===== src/rtl/shift_seq_pkg.sv =====
// Shared encodings for the shift sequencer: FSM state values and shift types.
package shift_seq_pkg;

    localparam logic [2:0] S_IDLE  = 3'd0;
    localparam logic [2:0] S_LOAD  = 3'd1;
    localparam logic [2:0] S_SHIFT = 3'd2;
    localparam logic [2:0] S_CAPT  = 3'd3;
    localparam logic [2:0] S_DONE  = 3'd4;

    localparam logic SH_LOGIC = 1'b0;
    localparam logic SH_ARITH = 1'b1;

    typedef enum logic [2:0] {
        StIdle  = S_IDLE,
        StLoad  = S_LOAD,
        StShift = S_SHIFT,
        StCapt  = S_CAPT,
        StDone  = S_DONE
    } state_e;

endpackage


===== src/rtl/shift_seq_cnt.sv =====
// Down-counter that tracks the remaining single-bit shifts of a job.
module shift_seq_cnt #(
    parameter int unsigned aw = 3
) (
    input  logic          clk_i,
    input  logic          rst_ni,
    input  logic          load_i,
    input  logic          dec_i,
    input  logic [aw-1:0] val_i,
    output logic          one_o
);

    logic [aw-1:0] cnt_d, cnt_q;

    // Load has priority over decrement; the two are never requested together.
    always_comb begin
        cnt_d = cnt_q;
        if (load_i) begin
            cnt_d = val_i;
        end else if (dec_i) begin
            cnt_d = cnt_q - aw'(1);
        end
    end

    // Counter register with synchronous active-low reset.
    always_ff @(posedge clk_i) begin
        if (!rst_ni) begin
            cnt_q <= '0;
        end else begin
            cnt_q <= cnt_d;
        end
    end

    assign one_o = (cnt_q == aw'(1));

endmodule


===== src/rtl/shift_seq_ctrl.sv =====
// Sequencer that builds multi-position right shifts out of single-position shift_rgst
// operations: accept a job, load the register, shift amt times, capture and hand back.
module shift_seq_ctrl
    import shift_seq_pkg::*;
#(
    parameter int unsigned w  = 4,
    parameter int unsigned aw = 3
) (
    input  logic          clk,
    input  logic          rst_b,
    input  logic          in_valid,
    output logic          in_ready,
    input  logic [w-1:0]  in_data,
    input  logic [aw-1:0] in_amt,
    input  logic          in_type,
    output logic [w-1:0]  rg_d,
    output logic          rg_ld,
    output logic          rg_sh,
    output logic          rg_sh_type,
    input  logic [w-1:0]  rg_q,
    output logic          out_valid,
    input  logic          out_ready,
    output logic [w-1:0]  out_data
);

    state_e        state_d, state_q;
    logic          accept;
    logic          cnt_load;
    logic          cnt_dec;
    logic          cnt_one;

    logic [aw-1:0] amt_q;
    logic [w-1:0]  data_q;
    logic          type_q;
    logic          ld_q;
    logic          sh_q;
    logic          out_valid_q;
    logic [w-1:0]  out_data_q;

    shift_seq_cnt #(
        .aw (aw)
    ) u_cnt (
        .clk_i  (clk),
        .rst_ni (rst_b),
        .load_i (cnt_load),
        .dec_i  (cnt_dec),
        .val_i  (amt_q),
        .one_o  (cnt_one)
    );

    // Next-state decode and counter control.
    always_comb begin
        state_d  = state_q;
        accept   = 1'b0;
        cnt_load = 1'b0;
        cnt_dec  = 1'b0;
        unique case (state_q)
            StIdle: begin
                if (in_valid) begin
                    accept  = 1'b1;
                    state_d = StLoad;
                end
            end
            StLoad: begin
                cnt_load = 1'b1;
                state_d  = (amt_q != '0) ? StShift : StCapt;
            end
            StShift: begin
                cnt_dec = 1'b1;
                // Counter enters SHIFT holding amt, so leaving at 1 gives exactly amt shifts.
                if (cnt_one) begin
                    state_d = StCapt;
                end
            end
            StCapt: begin
                state_d = StDone;
            end
            StDone: begin
                if (out_ready) begin
                    state_d = StIdle;
                end
            end
            default: begin
                state_d = StIdle;
            end
        endcase
    end

    // State and registered outputs; ld/sh strobes follow the state being entered.
    always_ff @(posedge clk) begin
        if (!rst_b) begin
            state_q     <= StIdle;
            amt_q       <= '0;
            data_q      <= '0;
            type_q      <= SH_LOGIC;
            ld_q        <= 1'b0;
            sh_q        <= 1'b0;
            out_valid_q <= 1'b0;
            out_data_q  <= '0;
        end else begin
            state_q <= state_d;
            ld_q    <= (state_d == StLoad);
            sh_q    <= (state_d == StShift);
            if (accept) begin
                data_q <= in_data;
                amt_q  <= in_amt;
                type_q <= in_type;
            end
            if (state_q == StCapt) begin
                out_data_q  <= rg_q;
                out_valid_q <= 1'b1;
            end else if ((state_q == StDone) && out_ready) begin
                out_valid_q <= 1'b0;
            end
        end
    end

    assign in_ready   = (state_q == StIdle);
    assign rg_d       = data_q;
    assign rg_sh_type = type_q;
    assign rg_ld      = ld_q;
    assign rg_sh      = sh_q;
    assign out_valid  = out_valid_q;
    assign out_data   = out_data_q;

endmodule


===== config.mk =====
export PLATFORM = sky130hd
export DESIGN_NAME = shift_seq_ctrl
export DESIGN_NICKNAME = d
export VERILOG_FILES = /design/src/rtl/shift_seq_pkg.sv /design/src/rtl/shift_seq_cnt.sv /design/src/rtl/shift_seq_ctrl.sv
export SDC_FILE = /design/constraint.sdc
export NUM_CORES = 1
export LEC_CHECK = 0
export BUFFER_PORTS_ARGS = -buffer_cell sky130_fd_sc_hd__buf_2
export CAP_MARGIN = 5
export CORE_UTILIZATION = 53
export CTS_CLUSTER_DIAMETER = 60
export CTS_CLUSTER_SIZE = 12
export DETAILED_ROUTE_END_ITERATION = 12
export PLACE_DENSITY_LB_ADDON = 0.25
export SLEW_MARGIN = 25
export SYNTH_ARGS = -nofsm -noshare
export SYNTH_HDL_FRONTEND = slang
export SYNTH_HIERARCHICAL = 1
export SYNTH_SLANG_ARGS = --single-unit

===== constraint.sdc =====
create_clock -name clk -period 3.4 [get_ports clk]
set_input_delay 0.34 -clock clk [delete_from_list [all_inputs] [get_ports clk]]
set_output_delay 0.34 -clock clk [all_outputs]
set_load 0.1 [all_outputs]

==> metrics.md <==
| Metric | Value |
|---|---|
| Headroom to the max-slew limit | `42.5%` |
| Total Wirelength | `roughly 1600 um` |
| CP Class | `register to register` |
| Final hold vios | `0` |
| Initial antenna violation count | `0` |
| Layout cells sized above 1 | `a little under a third` |
| Unrepaired setup endpoints after global routing | `false` |
| Worst Setup SP | `state_q[0]` |
| Gate count of the mapped netlist | `99` |
| Seq pwr share | `a little over two fifths` |
| Met1 wire length | `a little under 800 um` |
| First-pass GRT wire length | `~2700 um` |
| Worst R2R Start | `state_q[0]` |
| ANT nets after route | `0` |
| Internal power | `421 uW` |
| Fmax | `around 520 MHz` |
| Power per cell area | `between 600 and 700 nW/um2` |
| Post-synth top area cell | `dfxtp_1` |
| Clock slew at reported path FFs | `between 0.1 and 0.15 ns` |
| Crit-path max FO | `10` |
| Area Growth Syn to Fin | `14.9%` |
| Worst skew pair latency | `roughly 0.30 ns` |
| Vias in the first global route | `between 600 and 700` |
| Worst hold slack | `roughly 0.26 ns` |
| Die X-Extent | `between 40 and 50 um` |
| Share of the synthesized area in the top cell type | `between 40 and 50%` |
| Vias | `approximately 740` |
| MaxCap Viol Count | `0` |
| Top Layer Used | `met4` |
| Gr usage total | `between 10% and 20%` |
| Period utilization | `between 50 and 60%` |
| Hold path start | `in_data[3]` |
| Gp weighted congestion | `slightly below 0.7` |
| Worst setup EP type | `register` |
| Final min period | `1.91 ns` |
| Worst Skew | `0.00229 ns` |
| Filler instances | `around 150` |
| Arrival @ worst endpoint | `2.11 ns` |
| Synthesized cell area | `980 um2` |
| TNS Setup | `0 ns` |
| YS warnings | `6` |
| P_sw | `about 340 uW` |
| Most common cell after layout, fill and taps aside | `buf_2` |
| Wire per inst | `10.7 um` |
| CTS max path bufs | `2` |
| Sw frac | `between 40% and 50%` |
| Ports | `29` |
| CTS Sinks | `21` |
| NumNets Final | `approximately 150` |
| Clock Power Share | `between 10% and 20%` |
| Setup Viol. Count Final | `0` |
| Startpoint types | `register` |
| Starting density of the core | `between 50% and 60%` |
| Fin util | `between 60% and 70%` |
| Design Power | `between 700 and 800 uW` |
| Leakage power | `0.000542 uW` |
| Remaining Overflow, GRT | `0` |
| Slew Viols, Final | `0` |
| Root buf cell | `clkbuf_4` |
| Die H | `45.0 um` |
| Worst vdd ir | `0.449 mV` |
| CP Data Required Time | `between 3 and 4 ns` |
| Placed cells | `around 150` |
| Worst-margin pin slew | `approximately 0.86 ns` |
| Syn avg cell area | `9.90 um2` |
| Port Buffers | `28` |
| # resized after CTS | `0` |
| CTS tree | `yes` |
| Core ar. | `around 1700 um2` |
| Cell row count | `15` |
| H-Tree Depth | `1` |
| Register area | `approximately 420 um2` |
| Commonest non-fill, non-tap cells in the layout | `buf_2 (28), dfxtp_1 (21), nand2_1 (17)` |
| Finished Layout Cells | `around 150` |
| Die Footprint | `between 2000 and 2500 um2` |
| DRC violation count after routing | `0` |
| Hold WC Path Type | `input port to register` |
| Comb pwr share | `a little over two fifths` |
| DRT Pass-1 Iters | `3` |
| Flops & latches, synth | `21` |
| HPWL after detailed placement | `approximately 1200 um` |
| Ant. Diodes | `0` |
| Synth area leaders | `dfxtp_1 (43%), nand2_1 (6.5%), a21boi_1 (6.1%)` |
| Multi-input logic area | `approximately 500 um2` |
| Status | `complete, no violations` |
| Synth unique cells | `35` |
| Num CTS Buffers | `3` |
| Met3 routed WL | `~56 um` |
| # hold bufs at CTS | `0` |
| Iteration-0 DRC Markers | `4` |
| Vias/cell | `about 5` |
| Post-CTS Setup Bufs | `0` |
| Met2 wire len | `~760 um` |
| Post-Syn Nets | `between 100 and 150` |
| Largest net degree at the start of global routing | `22` |
| Post-synthesis sequential area ratio | `between 40% and 50%` |
==> path summary, 6_finish.rpt <==
check,to,slack [ns],cells after the start
worst max register to register,u_cnt/cnt_q[2],1.49,3
worst min-delay path,rg_d[3],0.26,3
worst max-delay path,u_cnt/cnt_q[2],1.49,3
worst min register to register,rg_d[1],0.46,2
==> sequential cells by signal, indices dropped and copies added (netlist names) <==
| register | count |
|---|---|
| out_data | 4 |
| rg_d | 4 |
| amt_q | 3 |
| state_q | 3 |
| u_cnt/cnt_q | 3 |
| out_valid | 1 |
| rg_ld | 1 |
| rg_sh | 1 |
| rg_sh_type | 1 |
==> cell usage after synthesis <==
cell / count
dfxtp_1: 21
nand2_1: 17
a21boi_1: 8
inv_1: 5
nor2b_1: 5
mux2i_1: 4
buf_6: 3
nor2_1: 3
a21boi_0: 2
and2_1: 2
ha_1: 2
nand3_1: 2
nor3_1: 2
nor3b_1: 2
a2111oi_2: 1
a211oi_1: 1
a21o_1: 1
a21oi_1: 1
a22o_1: 1
and2_2: 1
and3_2: 1
and4b_1: 1
clkbuf_1: 1
clkbuf_8: 1
mux2_4: 1
nand3b_1: 1
nor4b_2: 1
nor4b_4: 1
o211a_1: 1
o31ai_1: 1
o41ai_1: 1
or2b_1: 1
or4b_4: 1
xnor2_1: 1
xor2_1: 1
==> metrics by stage <==
stage | instance area (um2) | setup WS [ns]
2_1_floorplan | 980 | 0.533
3_3_place_gp | 1100 | 1.59
3_5_place_dp | 1100 | 1.54
4_1_cts | 1130 | 1.51
5_1_grt | 1130 | 1.31
6_report | 1130 | 1.49
==> cell families (layout without fill, tap and decap cells) <==
kind of cell,Yosys count,count (layout),share of synthesized area (%)
fa+ha+maj,2,2,2.55
simple gates,41,41,25.2
compound gates,18,18,14.8
buf+inv,10,37,7.15
flops,21,21,42.9
xor+xnor,2,2,1.79
mux,5,5,5.62
==> metal layers <==
| layer | GRT usage (%) | vias to the layer above |
|---|---|---|
| met5 | 0 | - |
| met4 | 9.09 | 0 |
| met3 | 3.60 | 4 |
| met2 | 29.3 | 18 |
| met1 | 24.3 | 324 |
| li1 | - | 391 |
==> worst max-delay path, stage by stage (launching register included) <==
cell and delay [ns]:
dfxtp_1 0.57, nor3b_1 0.76, and4b_1 0.29, a2111oi_2 0.20
==> power by group through the flow <==
stage,sequential [uW],clock [uW],combinational (uW)
finish,319,117,321
global route,324,133,349
CTS,318,120,324
detailed placement,324,0,323
global placement,322,0,318
floorplan,416,0,194
==> area by class of cell <==
cell class / instances / share of cell area (%)
Clock buffer: 4 / 2.33
Multi-Input combinational cell: 68 / 43.4
Inverter: 5 / 1.67
Sequential cell: 21 / 37.3
Timing Repair Buffer: 28 / 12.4
Tap cell: 25 / 2.78
Note: power is estimated with default switching activity, not from simulation.
